**config.mk**
```make
export PLATFORM = sky130hd
export DESIGN_NAME = sge_share_arbiter_flat
export DESIGN_NICKNAME = d
export VERILOG_FILES = /design/src/rtl/sge_share_pkg.sv /design/src/rtl/sge_share_arbiter_if.sv /design/src/rtl/sge_core.sv /design/src/rtl/sge_share_arbiter.sv /design/src/flat_wrapper.sv
export SDC_FILE = /design/constraint.sdc
export NUM_CORES = 1
export LEC_CHECK = 0
export CORE_UTILIZATION = 50
export CTS_CLUSTER_SIZE = 14
export DETAILED_ROUTE_END_ITERATION = 10
export HOLD_SLACK_MARGIN = 0.02
export PLACE_DENSITY = 0.88
export SLEW_MARGIN = 20
export SYNTH_ARGS = -nofsm -noshare
export SYNTH_HDL_FRONTEND = slang
export SYNTH_SLANG_ARGS = --single-unit
```
**constraint.sdc**
```tcl
create_clock -name CLK -period 6.6 [get_ports CLK]
set_input_delay 1.32 -clock CLK [delete_from_list [all_inputs] [get_ports CLK]]
set_output_delay 1.32 -clock CLK [all_outputs]
set_load 0.05 [all_outputs]
```
**src/rtl/sge_share_pkg.sv**
```systemverilog
// Shared types and helpers for the signed greater-or-equal compare arbiter.
package sge_share_pkg;

    // Transaction phases: accept a request, compute the compare, present the result
    typedef enum logic [1:0] {
        IDLE    = 2'd0,
        COMPARE = 2'd1,
        RESPOND = 2'd2
    } state_e;

    // Widest requester vector the round-robin helper can scan
    localparam int MAX_NREQ = 8;

    // First valid requester at or above ptr, wrapping modulo nreq.
    // Returns 0 when nothing is valid; callers qualify with an any-valid flag.
    function automatic int rr_pick(input logic [MAX_NREQ-1:0] valid,
                                   input int ptr,
                                   input int nreq);
        int   pick;
        int   idx;
        logic found;
        pick  = 0;
        found = 1'b0;
        for (int i = 0; i < MAX_NREQ; i++) begin
            idx = ptr + i;
            if (idx >= nreq) begin
                idx = idx - nreq;
            end else begin
                idx = idx;
            end
            if ((i < nreq) && !found && valid[idx[2:0]]) begin
                pick  = idx;
                found = 1'b1;
            end else begin
                pick  = pick;
            end
        end
        return pick;
    endfunction

endpackage

```
**src/rtl/sge_share_arbiter_if.sv**
```systemverilog
// Request/response bundle between client FSMs and the shared compare arbiter.
interface sge_share_arbiter_if #(
    parameter int WIDTH = 2,
    parameter int NREQ  = 4
);
    localparam int IDW = $clog2(NREQ);

    logic [NREQ-1:0]       REQ_VALID;
    logic [NREQ-1:0]       REQ_READY;
    logic [NREQ*WIDTH-1:0] REQ_I0;
    logic [NREQ*WIDTH-1:0] REQ_I1;
    logic                  RSP_VALID;
    logic                  RSP_READY;
    logic [IDW-1:0]        RSP_ID;
    logic                  RSP_GE;

    modport master (
        output REQ_VALID, REQ_I0, REQ_I1, RSP_READY,
        input  REQ_READY, RSP_VALID, RSP_ID, RSP_GE
    );

    modport slave (
        input  REQ_VALID, REQ_I0, REQ_I1, RSP_READY,
        output REQ_READY, RSP_VALID, RSP_ID, RSP_GE
    );
endinterface

```
**src/rtl/sge_core.sv**
```systemverilog
// Combinational signed I0 >= I1: subtract via inverter and carry-in, then fix up
// the sign when the operands have different signs so overflow cannot flip the result.
module sge_core #(
    parameter int WIDTH = 2
) (
    input  logic [WIDTH-1:0] I0,
    input  logic [WIDTH-1:0] I1,
    output logic             O
);
    logic d_msb_s;

    // Sign of I0 - I1, with the operand-sign fix-up selecting the answer on mixed signs
    always_comb begin
        d_msb_s = 1'((I0 + ~I1 + {{(WIDTH-1){1'b0}}, 1'b1}) >> (WIDTH - 1));
        if (I0[WIDTH-1] != I1[WIDTH-1]) begin
            O = ~I0[WIDTH-1];
        end else begin
            O = ~d_msb_s;
        end
    end
endmodule

```
**src/rtl/sge_share_arbiter.sv**
```systemverilog
// Round-robin arbiter sharing one signed >= comparator among NREQ requesters.
// One compare is in flight at a time; the result returns tagged with the requester id.
module sge_share_arbiter
    import sge_share_pkg::*;
#(
    parameter int WIDTH = 2,
    parameter int NREQ  = 4
) (
    input  logic               CLK,
    input  logic               ASYNCRESETN,
    sge_share_arbiter_if.slave bus
);
    localparam int IDW = $clog2(NREQ);

    state_e              state_r;
    state_e              next_state_s;
    logic [IDW-1:0]      rr_ptr_r;
    logic [IDW-1:0]      id_r;
    logic [IDW-1:0]      grant_s;
    logic [IDW-1:0]      grant_inc_s;
    logic [WIDTH-1:0]    op0_r;
    logic [WIDTH-1:0]    op1_r;
    logic [WIDTH-1:0]    grant_i0_s;
    logic [WIDTH-1:0]    grant_i1_s;
    logic [MAX_NREQ-1:0] valid_ext_s;
    logic [NREQ-1:0]     req_ready_s;
    logic                any_valid_s;
    logic                accept_s;
    logic                ge_s;
    logic                rsp_valid_r;
    logic [IDW-1:0]      rsp_id_r;
    logic                rsp_ge_r;

    // Pick the round-robin winner and steer its operands
    always_comb begin
        valid_ext_s           = '0;
        valid_ext_s[NREQ-1:0] = bus.REQ_VALID;
        any_valid_s           = |bus.REQ_VALID;
        grant_s               = IDW'(rr_pick(valid_ext_s, int'(rr_ptr_r), NREQ));
        if (grant_s == IDW'(NREQ - 1)) begin
            grant_inc_s = '0;
        end else begin
            grant_inc_s = grant_s + IDW'(1);
        end
        grant_i0_s = bus.REQ_I0[grant_s*WIDTH +: WIDTH];
        grant_i1_s = bus.REQ_I1[grant_s*WIDTH +: WIDTH];
    end

    // Next-state logic; a grant is offered only while idle
    always_comb begin
        next_state_s = state_r;
        req_ready_s  = '0;
        accept_s     = 1'b0;
        case (state_r)
            IDLE: begin
                if (any_valid_s) begin
                    req_ready_s[grant_s] = 1'b1;
                    accept_s             = 1'b1;
                    next_state_s         = COMPARE;
                end else begin
                    next_state_s = IDLE;
                end
            end
            COMPARE: begin
                next_state_s = RESPOND;
            end
            RESPOND: begin
                if (bus.RSP_READY) begin
                    next_state_s = IDLE;
                end else begin
                    next_state_s = RESPOND;
                end
            end
            default: begin
                next_state_s = IDLE;
            end
        endcase
    end

    // State register
    always_ff @(posedge CLK or negedge ASYNCRESETN) begin
        if (!ASYNCRESETN) begin
            state_r <= IDLE;
        end else begin
            state_r <= next_state_s;
        end
    end

    // Capture the granted operands and id, and move the pointer past the winner
    always_ff @(posedge CLK or negedge ASYNCRESETN) begin
        if (!ASYNCRESETN) begin
            rr_ptr_r <= '0;
            id_r     <= '0;
            op0_r    <= '0;
            op1_r    <= '0;
        end else if (accept_s) begin
            rr_ptr_r <= grant_inc_s;
            id_r     <= grant_s;
            op0_r    <= grant_i0_s;
            op1_r    <= grant_i1_s;
        end
    end

    sge_core #(.WIDTH(WIDTH)) u_core (
        .I0 (op0_r),
        .I1 (op1_r),
        .O  (ge_s)
    );

    // Response registers, held stable while the consumer back-pressures
    always_ff @(posedge CLK or negedge ASYNCRESETN) begin
        if (!ASYNCRESETN) begin
            rsp_valid_r <= 1'b0;
            rsp_id_r    <= '0;
            rsp_ge_r    <= 1'b0;
        end else if (state_r == COMPARE) begin
            rsp_valid_r <= 1'b1;
            rsp_id_r    <= id_r;
            rsp_ge_r    <= ge_s;
        end else if ((state_r == RESPOND) && bus.RSP_READY) begin
            rsp_valid_r <= 1'b0;
        end
    end

    assign bus.REQ_READY = req_ready_s;
    assign bus.RSP_VALID = rsp_valid_r;
    assign bus.RSP_ID    = rsp_id_r;
    assign bus.RSP_GE    = rsp_ge_r;
endmodule

```
**src/flat_wrapper.sv**
```systemverilog
// flat-port wrapper written by rule: the top's interface ports become plain ports
module sge_share_arbiter_flat import sge_share_pkg::*;
#(
    parameter int WIDTH = 2,
    parameter int NREQ  = 4
)
  (CLK, ASYNCRESETN, bus_REQ_VALID, bus_REQ_I0, bus_REQ_I1, bus_RSP_READY, bus_REQ_READY, bus_RSP_VALID, bus_RSP_ID, bus_RSP_GE);
  sge_share_arbiter_if #(.WIDTH(WIDTH), .NREQ(NREQ)) bus_i ();
  input  logic CLK;
  input  logic ASYNCRESETN;
  input wire logic [$bits(bus_i.REQ_VALID)-1:0] bus_REQ_VALID;
  input wire logic [$bits(bus_i.REQ_I0)-1:0] bus_REQ_I0;
  input wire logic [$bits(bus_i.REQ_I1)-1:0] bus_REQ_I1;
  input wire logic [$bits(bus_i.RSP_READY)-1:0] bus_RSP_READY;
  output wire logic [$bits(bus_i.REQ_READY)-1:0] bus_REQ_READY;
  output wire logic [$bits(bus_i.RSP_VALID)-1:0] bus_RSP_VALID;
  output wire logic [$bits(bus_i.RSP_ID)-1:0] bus_RSP_ID;
  output wire logic [$bits(bus_i.RSP_GE)-1:0] bus_RSP_GE;
  assign bus_i.REQ_VALID = bus_REQ_VALID;
  assign bus_i.REQ_I0 = bus_REQ_I0;
  assign bus_i.REQ_I1 = bus_REQ_I1;
  assign bus_i.RSP_READY = bus_RSP_READY;
  assign bus_REQ_READY = bus_i.REQ_READY;
  assign bus_RSP_VALID = bus_i.RSP_VALID;
  assign bus_RSP_ID = bus_i.RSP_ID;
  assign bus_RSP_GE = bus_i.RSP_GE;
  sge_share_arbiter #(.WIDTH(WIDTH), .NREQ(NREQ)) u_core (.CLK(CLK), .ASYNCRESETN(ASYNCRESETN), .bus(bus_i));
endmodule
```
**After elaboration in Yosys (flattened, before gate mapping)**

Cells that the tools add are included.

- Bits in registers: 14
- Bits of input ports: 23

- $add $sub $neg: 10
- Order comparisons: 10
- Equal/unequal tests: 4
- Shift-type cells: 2
- Mux-type cells: 32
- Bitwise logic cells: 3
- Reductions and logical operators: 11

Operators by type and width:

| kind | number |
|---|---|
| $ge A32 B4 Y1 const B | 3 |
| $lt A3 B4 Y1 const B | 4 |
| $shiftx A8 B4 Y2 | 2 |
| $mux W1 | 14 |
| $bmux W1 S3 | 4 |
| $mux W2 | 6 |
| $mux W3 | 4 |
| $sub A3 B3 Y3 const B | 3 |
| $mux W4 | 2 |
| $add A2 B2 Y3 const B | 2 |
| $pmux W2 S3 | 1 |
| $logic_and A1 B1 Y1 | 5 |
| $add A2 B1 Y2 const B | 2 |
| $eq A2 B2 Y1 const B | 2 |
| $reduce_or A4 Y1 | 1 |
| $add A2 B1 Y3 const B | 1 |
| $ge A2 B3 Y1 const B | 1 |
| $logic_not A1 Y1 | 3 |
| $lt A2 B3 Y1 const B | 1 |
| $sub A2 B3 Y3 const B | 1 |
| $add A2 B2 Y2 | 1 |
| $demux W1 S2 | 1 |
| $eq A2 B1 Y1 const B | 1 |
| $ge A2 B1 Y1 const B | 1 |
| 5 further kinds | 6 |

**Logic depth before layout (Yosys ltp)**

- Word-level depth: 20
- Gate-level depth with buffers: 12
- Gate-level depth less buffers: 9

**Cells and area by module**

From an unflattened synthesis, not the netlist that was laid out.

- Cell total of the unflattened synthesis: 96
- Area total of the unflattened synthesis: 847.1 um^2

By module, submodules not included:

| module | instances | cells an instance | area an instance (um^2) | seq. area each (um^2) |
|---|---|---|---|---|
| sge_share_arbiter | 1 | 92 | 805.8 | 350.3 |
| sge_core | 1 | 4 | 41.3 | 0.0 |

**Worst setup path after synthesis**

OpenSTA, ideal clock, no wires.

- Path type: input port to output port
- Start: in bus_REQ_VALID[2]
- End: out bus_REQ_READY[1]
- Arrival time: 3458 ps
- Slack: 1822 ps
- Stages on the path: 6
- Path buffers: 2
- Path through: buf_2 mux2_4 o311ai_4 o311ai_4 buf_6 nor3_1

- Word-level cells in the longest chain between the ends: 18
- Elaborated cells on any way between the ends: 29
- Those cells by class: 2 x order compare; 19 x mux; 8 x reduce/logical

RTL lines:

| item | line | text |
|---|---|---|
| start, declared | flat_wrapper.sv:11 | `input wire logic [$bits(bus_i.REQ_VALID)-1:0] bus_REQ_VALID;` |
| $bmux W1 S3 | sge_share_pkg.sv:31 | `if ((i < nreq) && !found && valid[idx[2:0]]) begin` |
| $mux W1 (not written as such) | sge_share_pkg.sv:31 |  |
| $mux W1 | sge_share_pkg.sv:31 |  |
| $logic_not A1 Y1 | sge_share_pkg.sv:31 |  |
| $logic_and A1 B1 Y1 | sge_share_pkg.sv:31 |  |
| $mux W1 | sge_share_pkg.sv:31 |  |
| $logic_not A1 Y1 | sge_share_pkg.sv:31 |  |
| $logic_and A1 B1 Y1 | sge_share_pkg.sv:31 |  |
| [2 not listed] | -- |  |
| $logic_and A1 B1 Y1 | sge_share_pkg.sv:31 |  |
| $mux W2 | sge_share_pkg.sv:31 |  |
| $lt A2 B3 Y1 (not written as such) / $ge A2 B1 Y1 (equally long branches) | sge_share_arbiter.sv:57 | `req_ready_s[grant_s] = 1'b1;` |
| $logic_and A1 B1 Y1 (not written as such) | sge_share_arbiter.sv:57 |  |
| $mux W1 (not written as such) | sge_share_arbiter.sv:57 |  |
| $demux W1 S2 | -- |  |
| $mux W4 (*) | sge_share_arbiter.sv:56 | `if (any_valid_s) begin` |
| $mux W4 (*) | sge_share_arbiter.sv:54 | `case (state_r)` |
| end, declared | flat_wrapper.sv:15 | `output wire logic [$bits(bus_i.REQ_READY)-1:0] bus_REQ_READY;` |

Mark *: on every way between the ends. The rest lies on a longest branch, timed or not. The select of a mux whose other input is x is not followed.

**Worst setup path in the final report**

- Start: in bus_REQ_VALID[2]
- End: out bus_REQ_READY[3]

The elaborated chain is that of the path after synthesis.

==> flow_metrics.py <==
metrics = {
    "critical_path": {
        "start_kind": "primary input",
        "crit_path_top_delay_cell": "clkdlybuf4s50_1",
        "critPathMaxStageDelay_ns": 0.80,
        "critPathTopFamily": "buffers and inverters",
        "path_max_fanout": 12,
        "critPathRequiredTime_ns": 5.28,
        "path_cells": "clkdlybuf4s50_1 -> mux2_4 -> o311ai_4 -> o311ai_4 -> inv_2 -> ha_1 -> and2_1 -> clkdlybuf4s50_1",
        "cp-end-kind": "output pin",
        "path_buf_inv": 3,
        "crit_type": "primary input to output pin",
        "arrival_ns": 4.08,
    },
    "synthesis": {
        "seq_area_frac_synth_pct": 33.5,
        "ys_async_sr_fraction_pct": 100,
        "synth.cell_area_um2": 1040,
        "ys_ff_latch": 14,
        "synth_fa_ha_area_share_pct": 5.51,
        "synth_area_per_cell_um2": 9.86,
        "synth-edff-count": 0,
        "synth_xor_area_share_pct": 0,
        "synth_compound_area_share_pct": 17.5,
        "synthSimpleGateAreaFrac_pct": 17.4,
        "synthCells": 106,
        "synth_ff_type": "dfrtp_1",
        "yosysWarningCount": 0,
        "synth_top_family_by_area": "multiplexers",
        "synth_fp_nets": 133,
        "synth.distinct_cells": 35,
        "synthMuxAreaShare_pct": 19.0,
    },
    "routing": {
        "dr.pass1.iters": 4,
        "routed_wl_um": 2340,
        "post_drt_wl_per_cell_um": 14.6,
        "num_vias": 919,
        "post-route-drc-count": 0,
        "viasPerCell": 5.74,
        "drt_iter0_drc": 20,
        "antenna_left": 0,
    },
    "min_path": {
        "hold_class": "flip-flop to flip-flop",
    },
    "clock_network": {
        "cts_root_buffer": "clkbuf_4",
        "cts_buffers": 3,
        "cts_sinks": 14,
        "cts_repair_resize_count": 0,
        "htreeDepth": 1,
        "ctsHoldBuffers": 0,
        "clk_latency_ns": 0.28,
        "clk_path_buf_depth": 2,
        "clkTransAtPathRegs_ns": 0.09,
        "tritoncts": "yes",
        "postCtsSetupBuffers": 0,
    },
    "final_layout": {
        "fillers": 170,
        "final_common_cell": "clkdlybuf4s50_1",
        "final_layout_size_suffix_gt1_share_pct": 10.5,
        "final_area_um2": 1360,
        "diodes": 0,
        "mostFrequentLayoutCells": "30 x clkdlybuf4s50_1, 15 x nand2_1, 15 x mux2i_1",
        "syn_to_final_growth_pct": 30.5,
        "final_nets": 161,
    },
    "pwr": {
        "clockPowerShare_pct": 8.7,
        "switchingPower_mw": 0.352,
        "p_int_mw": 0.361,
        "power.total_mw": 0.713,
        "seq_power_share_pct": 24.0,
        "comb_power_share_pct": 67.3,
        "ir_worst_vdd_mv": 0.366,
        "power.density_nw_per_um2": 523,
        "p_leak_nw": 0.602,
        "p_sw_share_pct": 49.4,
    },
    "global_route": {
        "gr-total-overflow": 0,
        "grt_pass1_vias": 856,
        "track_usage_pct": 23.4,
        "grt_max_degree": 15,
        "grt_pass1_wl_um": 3680,
        "antenna_found_initial": 0,
    },
    "timing": {
        "fin_crit_sh_pct": 81.9,
        "finClkSkew_ns": 0.00284,
        "max_freq_mhz": 185,
        "worst_pin_slew_ns": 0.743,
        "slew_headroom_pct": 50.4,
        "setup-violations-final": 0,
        "drv_slew": 0,
        "period_minus_slack_ns": 5.40,
        "rsz0062_at_grt": "false",
        "setup_tns_ns": 0,
        "hold_viol": 0,
    },
    "floorplanning": {
        "rows": 16,
        "fp.dieH_um": 47.7,
        "core_um2": 1960,
        "initial_utilization_pct": 53.3,
        "dieArea_um2": 2280,
        "io_pins": 31,
        "dieWidth_um": 47.7,
    },
    "status": {
        "outcome": "completed",
    },
    "place": {
        "portBuffers": 30,
        "hpwl_um": 1770,
        "place_area_um2": 1330,
        "place_congestion": 0.863,
    },
    "job": {
        "cap_violations": 0,
    },
}
-- layer usage --
layer	vias up	routed length [um]	track usage, %
li1	436	-	-
met1	443	941	27.7
met2	38	1250	42.2
met3	2	144	7.92
met4	0	10	2.78
met5	-	0	0
-- state kept, by name, indices dropped and copies added, names as in the netlist --
name                  flops
u_core.bus.RSP_ID         2
u_core.bus.RSP_GE         1
u_core.op1_r              2
u_core.op0_r              2
u_core.id_r               2
u_core.state_r            2
u_core.rr_ptr_r           2
u_core.bus.RSP_VALID      1
-- synth_stat cells, types with 3 or more instances --
library cell   n  area [um2]
ha_1           3        37.5
o221ai_1       4        35.0
inv_1          5        18.8
buf_6          3        33.8
mux2_2         3        33.8
o21ai_0        5        25.0
nand2b_1       3        18.8
nand2_1       15        56.3
nor2_1         4        15.0
dfrtp_1       14         350
mux2i_1       15         150
nand3_1        3        15.0
-- power groups by stage --
| stage | Combinational (mW) | Sequential, mW | Clock (mW) |
|---|---|---|---|
| floorplan | 0.356 | 0.195 | 0 |
| global placement | 0.461 | 0.169 | 0 |
| detailed placement | 0.476 | 0.172 | 0 |
| CTS | 0.481 | 0.171 | 0.0627 |
| global route | 0.515 | 0.176 | 0.0662 |
| finish | 0.480 | 0.171 | 0.0621 |
-- kinds of logic (layout without fill, tap and decap cells) --
kind of cell             after synthesis  in the layout
AND/OR/NAND/NOR                       36             36
AO/OA/AOI/OAI                         20             20
multiplexers                          19             19
flip-flops                            14             14
buffers and inverters                 13             40
adder cells (fa/ha/maj)                4              4
-- per-stage QoR --
step	std cells	worst slack (ns)	hold WS, ns	utilization, %
floorplan	106	1.82	0.443	-
global placement	156	1.33	0.463	67.7
detailed placement	156	1.26	0.465	67.7
CTS	160	1.22	0.485	69.5
global route	160	1.07	0.509	69.5
finish	160	1.20	0.485	69.5
-- worst register-to-register path, delay by kind of cell (launching register included) --
| kind | cells | cell delay (ns) |
|---|---|---|
| AND/OR/NAND/NOR | 1 | 0.22 |
| adder cells (fa/ha/maj) | 2 | 0.66 |
| buffers and inverters | 2 | 0.29 |
| AO/OA/AOI/OAI | 2 | 0.95 |
| flip-flops | 1 | 0.58 |
| multiplexers | 1 | 0.18 |
-- final cells by class --
type                    instances  area [um2]  share of cell area (%)
repair buffers                 30         300                    22.0
clock buffers                   4        36.3                    2.66
flip-flops and latches         14         350                    25.7
multi-input cells              79         621                    45.5
well taps                      27        33.8                    2.48
inverters                       6        22.5                    1.65
-- final timing paths --
path,startpoint,end,cells past startpoint,slack [ns]
setup / recovery,bus_REQ_VALID[2],bus_REQ_READY[3],8,1.20
hold / removal,u_core.id_r[1],u_core.id_r[1],2,0.49
setup reg to reg,u_core.rr_ptr_r[0],u_core.rr_ptr_r[0],8,3.62
hold reg to reg,u_core.id_r[1],u_core.id_r[1],2,0.49
max in group asynchronous,ASYNCRESETN,u_core.rr_ptr_r[0],1,4.78
min in group asynchronous,ASYNCRESETN,u_core.bus.RSP_ID[1],1,1.42
Power figures use the tool's default switching activity.
